===== config.mk =====
export PLATFORM = sky130hd
export DESIGN_NAME = uart_tx_frame
export DESIGN_NICKNAME = d
export VERILOG_FILES = /design/src/rtl/uart_tx_frame.sv
export SDC_FILE = /design/constraint.sdc
export NUM_CORES = 1
export LEC_CHECK = 0
export CORE_MARGIN = 2
export CORE_UTILIZATION = 24
export CTS_CLUSTER_DIAMETER = 200
export DETAILED_ROUTE_END_ITERATION = 8
export PLACE_DENSITY_LB_ADDON = 0.3
export SLEW_MARGIN = 5
export SYNTH_ARGS = -nofsm -noshare
export SYNTH_HDL_FRONTEND = slang
export SYNTH_SLANG_ARGS = --single-unit

===== constraint.sdc =====
create_clock -name clk -period 5.6 [get_ports clk]
set_clock_uncertainty 0.1 [all_clocks]
set_input_delay 0.84 -clock clk [delete_from_list [all_inputs] [get_ports clk]]
set_output_delay 0.84 -clock clk [all_outputs]
set_load 0.03 [all_outputs]

===== src/rtl/uart_tx_frame.sv =====
// UART transmit framing engine: latches a byte on start, then serialises
// start, 8 data bits LSB-first, optional parity and 1 or 2 stop bits.
module uart_tx_frame #(
  parameter int unsigned DIV_W = 16
) (
  input  logic             clk,
  input  logic             reset,
  input  logic             tx_start_i,
  input  logic [7:0]       data_i,
  input  logic             parity_en_i,
  input  logic             parity_type_i,
  input  logic             stop_bits_i,
  input  logic [DIV_W-1:0] baud_div_i,
  input  logic             parity_bit_i,
  output logic [7:0]       data_o,
  output logic             parity_type_o,
  output logic             tx_o,
  output logic             busy_o,
  output logic             done_o
);

  typedef enum logic [2:0] {
    IDLE   = 3'd0,
    START  = 3'd1,
    DATA   = 3'd2,
    PARITY = 3'd3,
    STOP   = 3'd4
  } state_t;

  state_t           state;
  state_t           state_nxt;
  logic [DIV_W-1:0] baud_cnt;
  logic [DIV_W-1:0] baud_nxt;
  logic [2:0]       bit_cnt;
  logic [2:0]       bit_nxt;
  logic [DIV_W-1:0] div_sh;
  logic             par_en_sh;
  logic             stop2_sh;
  logic             tick;
  logic             accept;
  logic             tx_nxt;
  logic             busy_nxt;
  logic             done_nxt;

  // Parity selection goes straight to the external parity generator.
  assign parity_type_o = parity_type_i;

  assign tick   = (baud_cnt == div_sh);
  assign accept = (state == IDLE) && tx_start_i;

  // State register.
  always_ff @(posedge clk or posedge reset) begin
    if (reset) begin
      state <= IDLE;
    end else begin
      state <= state_nxt;
    end
  end

  // Next-state and counter sequencing; bit_cnt also counts stop periods.
  always_comb begin
    state_nxt = state;
    baud_nxt  = tick ? '0 : baud_cnt + DIV_W'(1);
    bit_nxt   = bit_cnt;
    case (state)
      IDLE: begin
        baud_nxt = '0;
        bit_nxt  = '0;
        if (tx_start_i) state_nxt = START;
      end
      START: begin
        if (tick) state_nxt = DATA;
      end
      DATA: begin
        if (tick) begin
          bit_nxt = bit_cnt + 3'd1;
          if (bit_cnt == 3'd7) state_nxt = par_en_sh ? PARITY : STOP;
        end
      end
      PARITY: begin
        if (tick) state_nxt = STOP;
      end
      STOP: begin
        if (tick) begin
          bit_nxt = bit_cnt + 3'd1;
          if (!stop2_sh || bit_cnt[0]) begin
            state_nxt = IDLE;
            bit_nxt   = '0;
          end
        end
      end
      default: state_nxt = IDLE;
    endcase
  end

  // Output values for the coming cycle, registered below so tx never glitches.
  always_comb begin
    tx_nxt   = 1'b1;
    busy_nxt = (state_nxt != IDLE);
    done_nxt = (state == STOP) && (state_nxt == IDLE);
    case (state_nxt)
      START:   tx_nxt = 1'b0;
      DATA:    tx_nxt = data_o[bit_nxt];
      PARITY:  tx_nxt = parity_bit_i;
      default: tx_nxt = 1'b1;
    endcase
  end

  // Frame datapath: shadowed configuration, counters and registered outputs.
  always_ff @(posedge clk or posedge reset) begin
    if (reset) begin
      baud_cnt  <= '0;
      bit_cnt   <= '0;
      div_sh    <= '0;
      par_en_sh <= 1'b0;
      stop2_sh  <= 1'b0;
      data_o    <= 8'h00;
      tx_o      <= 1'b1;
      busy_o    <= 1'b0;
      done_o    <= 1'b0;
    end else begin
      baud_cnt <= baud_nxt;
      bit_cnt  <= bit_nxt;
      tx_o     <= tx_nxt;
      busy_o   <= busy_nxt;
      done_o   <= done_nxt;
      if (accept) begin
        data_o    <= data_i;
        div_sh    <= baud_div_i;
        par_en_sh <= parity_en_i;
        stop2_sh  <= stop_bits_i;
      end
    end
  end

endmodule


[Word level (Yosys, flattened, before mapping)]
Cells that the tools add are included.
Widths: inputs -> output; s select.
Storage, ports and cells
  register bits after elaboration: 51
  input port bits: 31
  output and inout port bits: 12
  logic and storage cells: 47
Operators by class
  add/subtract/negate cells: 2
  order comparisons: 1
  eq/ne operators: 9
  mux-type cells: 18
  reduce and logical (&&, ||, !) cells: 7
Operators by type and width (count)
  $mux 3: 11
  $mux 16: 2
  $add 16x1->16 const B: 1
  $eq 16x16->1: 1
  $pmux 3 s5: 1
  $eq 3x2->1 const B: 4
  $pmux 3 s3: 1
  $eq 3x1->1 const B: 2
  $eq 3x3->1 const B: 2
  $logic_not 3->1: 2
  $lt 3x4->1 const B: 1
  $add 3x1->3 const B: 1
  $bmux 1 s3: 1
  $pmux 1 s3: 1
  $reduce_bool 3->1: 1
  $logic_and 1x1->1: 2
  $logic_not 1->1: 1
  $logic_or 1x1->1: 1
  $mux 1: 1

[Logic depth before layout (Yosys ltp)]
  word-level depth: 8
  gate-level depth with buffers: 10
  gate-level depth less buffers: 9

[Least setup slack after synthesis]
OpenSTA, ideal clock, no wires.
  path type: register to register
  start: register baud_cnt[7]
  end: register tx_o
  setup time: 0.074 ns
  data arrival time: 2.094 ns
  data required time: 5.426 ns
  slack: 3.332 ns
  stages on the path, launching flop included: 10
  buffers on the path: 1
  clock period less this slack: 2.268 ns
  cells stage by stage: dfrtp_1 -> xor2_1 -> nor4_2 -> and4_1 -> buf_6 -> nand3_4 -> and2_4 -> o211a_1 -> o311a_1 -> o22ai_2
On the way
  cells in the longest elaborated chain, start to end: 6
  elaborated cells on any way between the ends: 15
  those cells by class: eq/ne: 4; mux: 11
RTL lines
  start: declaration: line 32  | logic [DIV_W-1:0] baud_cnt;
  start signal: assignment: line 122  | baud_cnt <= baud_nxt;
  $eq 16x16->1 (*): line 48  | assign tick = (baud_cnt == div_sh);
  $mux 3 (on tied branches): line 84, 75
  $pmux 3 s3: line 65  | case (state)
  $bmux 1 s3: line 103  | DATA: tx_nxt = data_o[bit_nxt];
  $mux 1 (not written as such): line 103
  $pmux 1 s3 (*): line 101  | case (state_nxt)
  net tx_nxt: line 41  | logic tx_nxt;
  end signal: assignment: line 124  | tx_o <= tx_nxt;
  end: declaration: line 17  | output logic tx_o,
The timed path passes the listed nets; every way through them passes the cells marked *. The select of a mux whose other input is x is not followed.
A chain may end at the register's enable or synchronous reset.

[Worst setup path after layout]
  start: register baud_cnt[9]
  end: register tx_o
The elaborated chain is that of the path after synthesis.

==> flow_metrics.tcl <==
set metrics [dict create \
    avgSynthCellArea_um2 9.39 \
    ys_top_cells_by_area "dfrtp_1, nand2_1, xor2_1" \
    max_slew.worst_pin.slew_ns 1.04 \
    crit_buf_inv 0 \
    die_w_um 107 \
    final_common_cell "nand2_1" \
    async_flop_share_pct 100 \
    wl_per_cell_um 12.1 \
    p_per_area_nw_per_um2 412 \
    path_delay_family "simple AND/OR/NAND/NOR gates" \
    track_usage_pct 10.1 \
    die_y_um 107 \
    post_cts_buffers 0 \
    r2r_cells 8 \
    synth.distinct_cells 44 \
    drc 0 \
    min_path_cells 2 \
    hp-class "register to register" \
    clk_latency_ns 0.31 \
    rsz0062_at_grt "false" \
    ys_seq_area_share_pct 50.4 \
    core-area_um2 10300 \
    cpMaxStageDelayCell "dfrtp_1" \
    ctsHoldBuffers 0 \
    port_buffers 40 \
    viasPerCell 4.30 \
    fin_crit_sh_pct 46.0 \
    fmax_mhz 388 \
    firstDrtPassIters 4 \
    syn_inst 270 \
    synth_ff_type "dfrtp_1" \
    start_util_pct 24.7 \
    dpl.hpwl_um 3840 \
    synth_edf_count 0 \
    clk_pin_slew_ns 0.09 \
    worst-setup-path-type "register to register" \
    synth_top_area_share_pct 49.3 \
    drive_gt1_share_pct 8.82 \
    first_iter_violations 92 \
    hold_viol 0 \
    syn_area_um2 2540 \
    gp_congestion 0.779 \
    ys_seq_elements 51 \
    io_pins 43 \
    grt_pass1_vias 1957 \
    crit_path_max_incr_delay_ns 0.45 \
    cts_made_buffers 5 \
    yosysTopAreaCell "dfrtp_1" \
    ant_nets 0 \
    ys_warn_count 0 \
    clkSinkCount 51 \
    fp-row-count 37 \
    wl_um 5330 \
    areaGrowthSynthToFinish_pct 23.4 \
    critical_path_peak_fanout 5 \
    path_cells "xor2_1, nor4_2, and4_1, nand3_4, and2_4, o211a_1, o311a_1, o22ai_2" \
    crit_cells 8 \
    r2r_start "baud_cnt[9]" \
    setup_ws_ns 3.02 \
    worstPathRequired_ns 5.74 \
    setup.worst_path.end "tx_o" \
    vias 1902 \
    reg2reg_to "tx_o" \
    grt_pass1_wl_um 9250 \
    clockBufferDepth 2 \
    ctsRootBufferMaster "clkbuf_8" \
    vdd_ir_drop_max_mv 0.179 \
    crit_path_start "baud_cnt[9]" \
    leakage_nw 1.44 \
    start_kind "register" \
    setup_tns_ns 0 \
    cts-resized-gates 0 \
    cp_data_arrival_time_ns 2.72 \
    diodes 0 \
    period_minus_slack_ns 2.58 \
    drv_cap 0 \
    maxSlewViolCount 0 \
    rrSetupSlack_ns 3.02 \
    status "completed" \
    post-place-ws_ns 2.70 \
    htree_levels 2 \
    final_cell_mix "nand2_1, dfrtp_1, clkdlybuf4s50_1, xor2_1, nor2_1" \
    cts_tree "done" \
    fin_nets 339 \
    antenna_found_initial 0 \
    grt_overflow 0 \
    cp-end-kind "register" \
    setup_viol 0 \
    syn-num-nets 304 \
    grt_max_degree 52 \
    slew_headroom_pct 30.8 \
    dieArea_um2 11400 \
]
[area by class of cell]
| class | count | area [µm²] |
|---|---|---|
| Sequential cell | 51 | 1280 |
| Tap cell | 136 | 170 |
| Clock buffer | 7 | 76.3 |
| Clock inverter | 1 | 5.00 |
| Timing Repair Buffer | 40 | 400 |
| Fill cell | 1103 | 7150 |
| Multi-Input combinational cell | 198 | 1170 |
| Inverter | 9 | 33.8 |
[flip-flops by register name, summed over array words and instances (netlist names)]
signal / cells
baud_cnt: 16
par_en_sh: 1
div_sh: 16
done_o: 1
bit_cnt: 3
tx_o: 1
busy_o: 1
data_o: 8
state: 3
stop2_sh: 1
[cells in the mapped netlist, drive strengths merged (2+ instances only)]
master / n
a211oi: 2
a21o: 2
a21oi: 10
and2: 3
and3: 2
and4: 2
buf: 3
clkbuf: 9
dfrtp: 50
ha: 3
inv: 9
mux2i: 3
nand2: 77
nand2b: 3
nand3: 10
nand4: 2
nor2: 20
nor2b: 2
nor3: 2
nor4: 5
o21ai: 11
or3: 2
xnor2: 6
xor2: 23
[per-layer routing]
layer  vias to the layer above  share of wire (%)  wire (µm)  global-route usage [%]
met5                         -                  0          0                       0
met4                         0                1.3         71                    3.90
met3                         5                2.3        123                    1.52
met2                        35                 47       2490                    16.5
met1                       912                 50       2650                    13.6
li1                        950                  -          -                       -
[worst min-delay path by stage]
stage / startpoint / endpoint
2_1_floorplan: div_sh[10] / div_sh[10]
3_3_place_gp: div_sh[15] / div_sh[15]
3_5_place_dp: div_sh[7] / div_sh[7]
4_1_cts: div_sh[7] / div_sh[7]
5_1_grt: div_sh[7] / div_sh[7]
6_report: div_sh[2] / div_sh[2]
[through the flow]
step / std cells / hold slack [ns] / instance area, µm² / utilization (%) / total power [mW]
final: 442 / 0.407 / 3130 / 30.4 / 1.29
after global routing: 442 / 0.440 / 3130 / 30.4 / 1.39
after global placement: 434 / 0.377 / 3050 / 29.7 / 1.09
after detailed placement: 434 / 0.391 / 3050 / 29.7 / 1.10
after floorplan: 270 / 0.365 / 2540 / - / 0.930
after CTS: 442 / 0.413 / 3130 / 30.4 / 1.31
[report_power, final]
group	switching, mW	internal, mW	leakage (nW)
Sequential	0.109	0.490	0.651
Combinational	0.276	0.206	0.750
Clock	0.122	0.0881	0.0422
Total	0.507	0.783	1.44
[worst register-to-register path, cell delays in order, from the launching register on]
cell and delay [ns]:
dfrtp_1 0.45, xor2_1 0.19, nor4_2 0.38, and4_1 0.42, nand3_4 0.12, and2_4 0.16, o211a_1 0.21, o311a_1 0.34
o22ai_2 0.13
[cells by family after synthesis]
| group | Yosys count | synth area share, % |
|---|---|---|
| buffers and inverters | 21 | 3.65 |
| AOI/OAI and AO/OA | 31 | 8.34 |
| DFF | 51 | 50.4 |
| muxes | 4 | 1.63 |
| adders and majority gates | 3 | 1.48 |
| and+or+nand+nor | 131 | 24.5 |
| xor gates and xnor gates | 29 | 10.0 |
(Power assumes the default switching activity.)
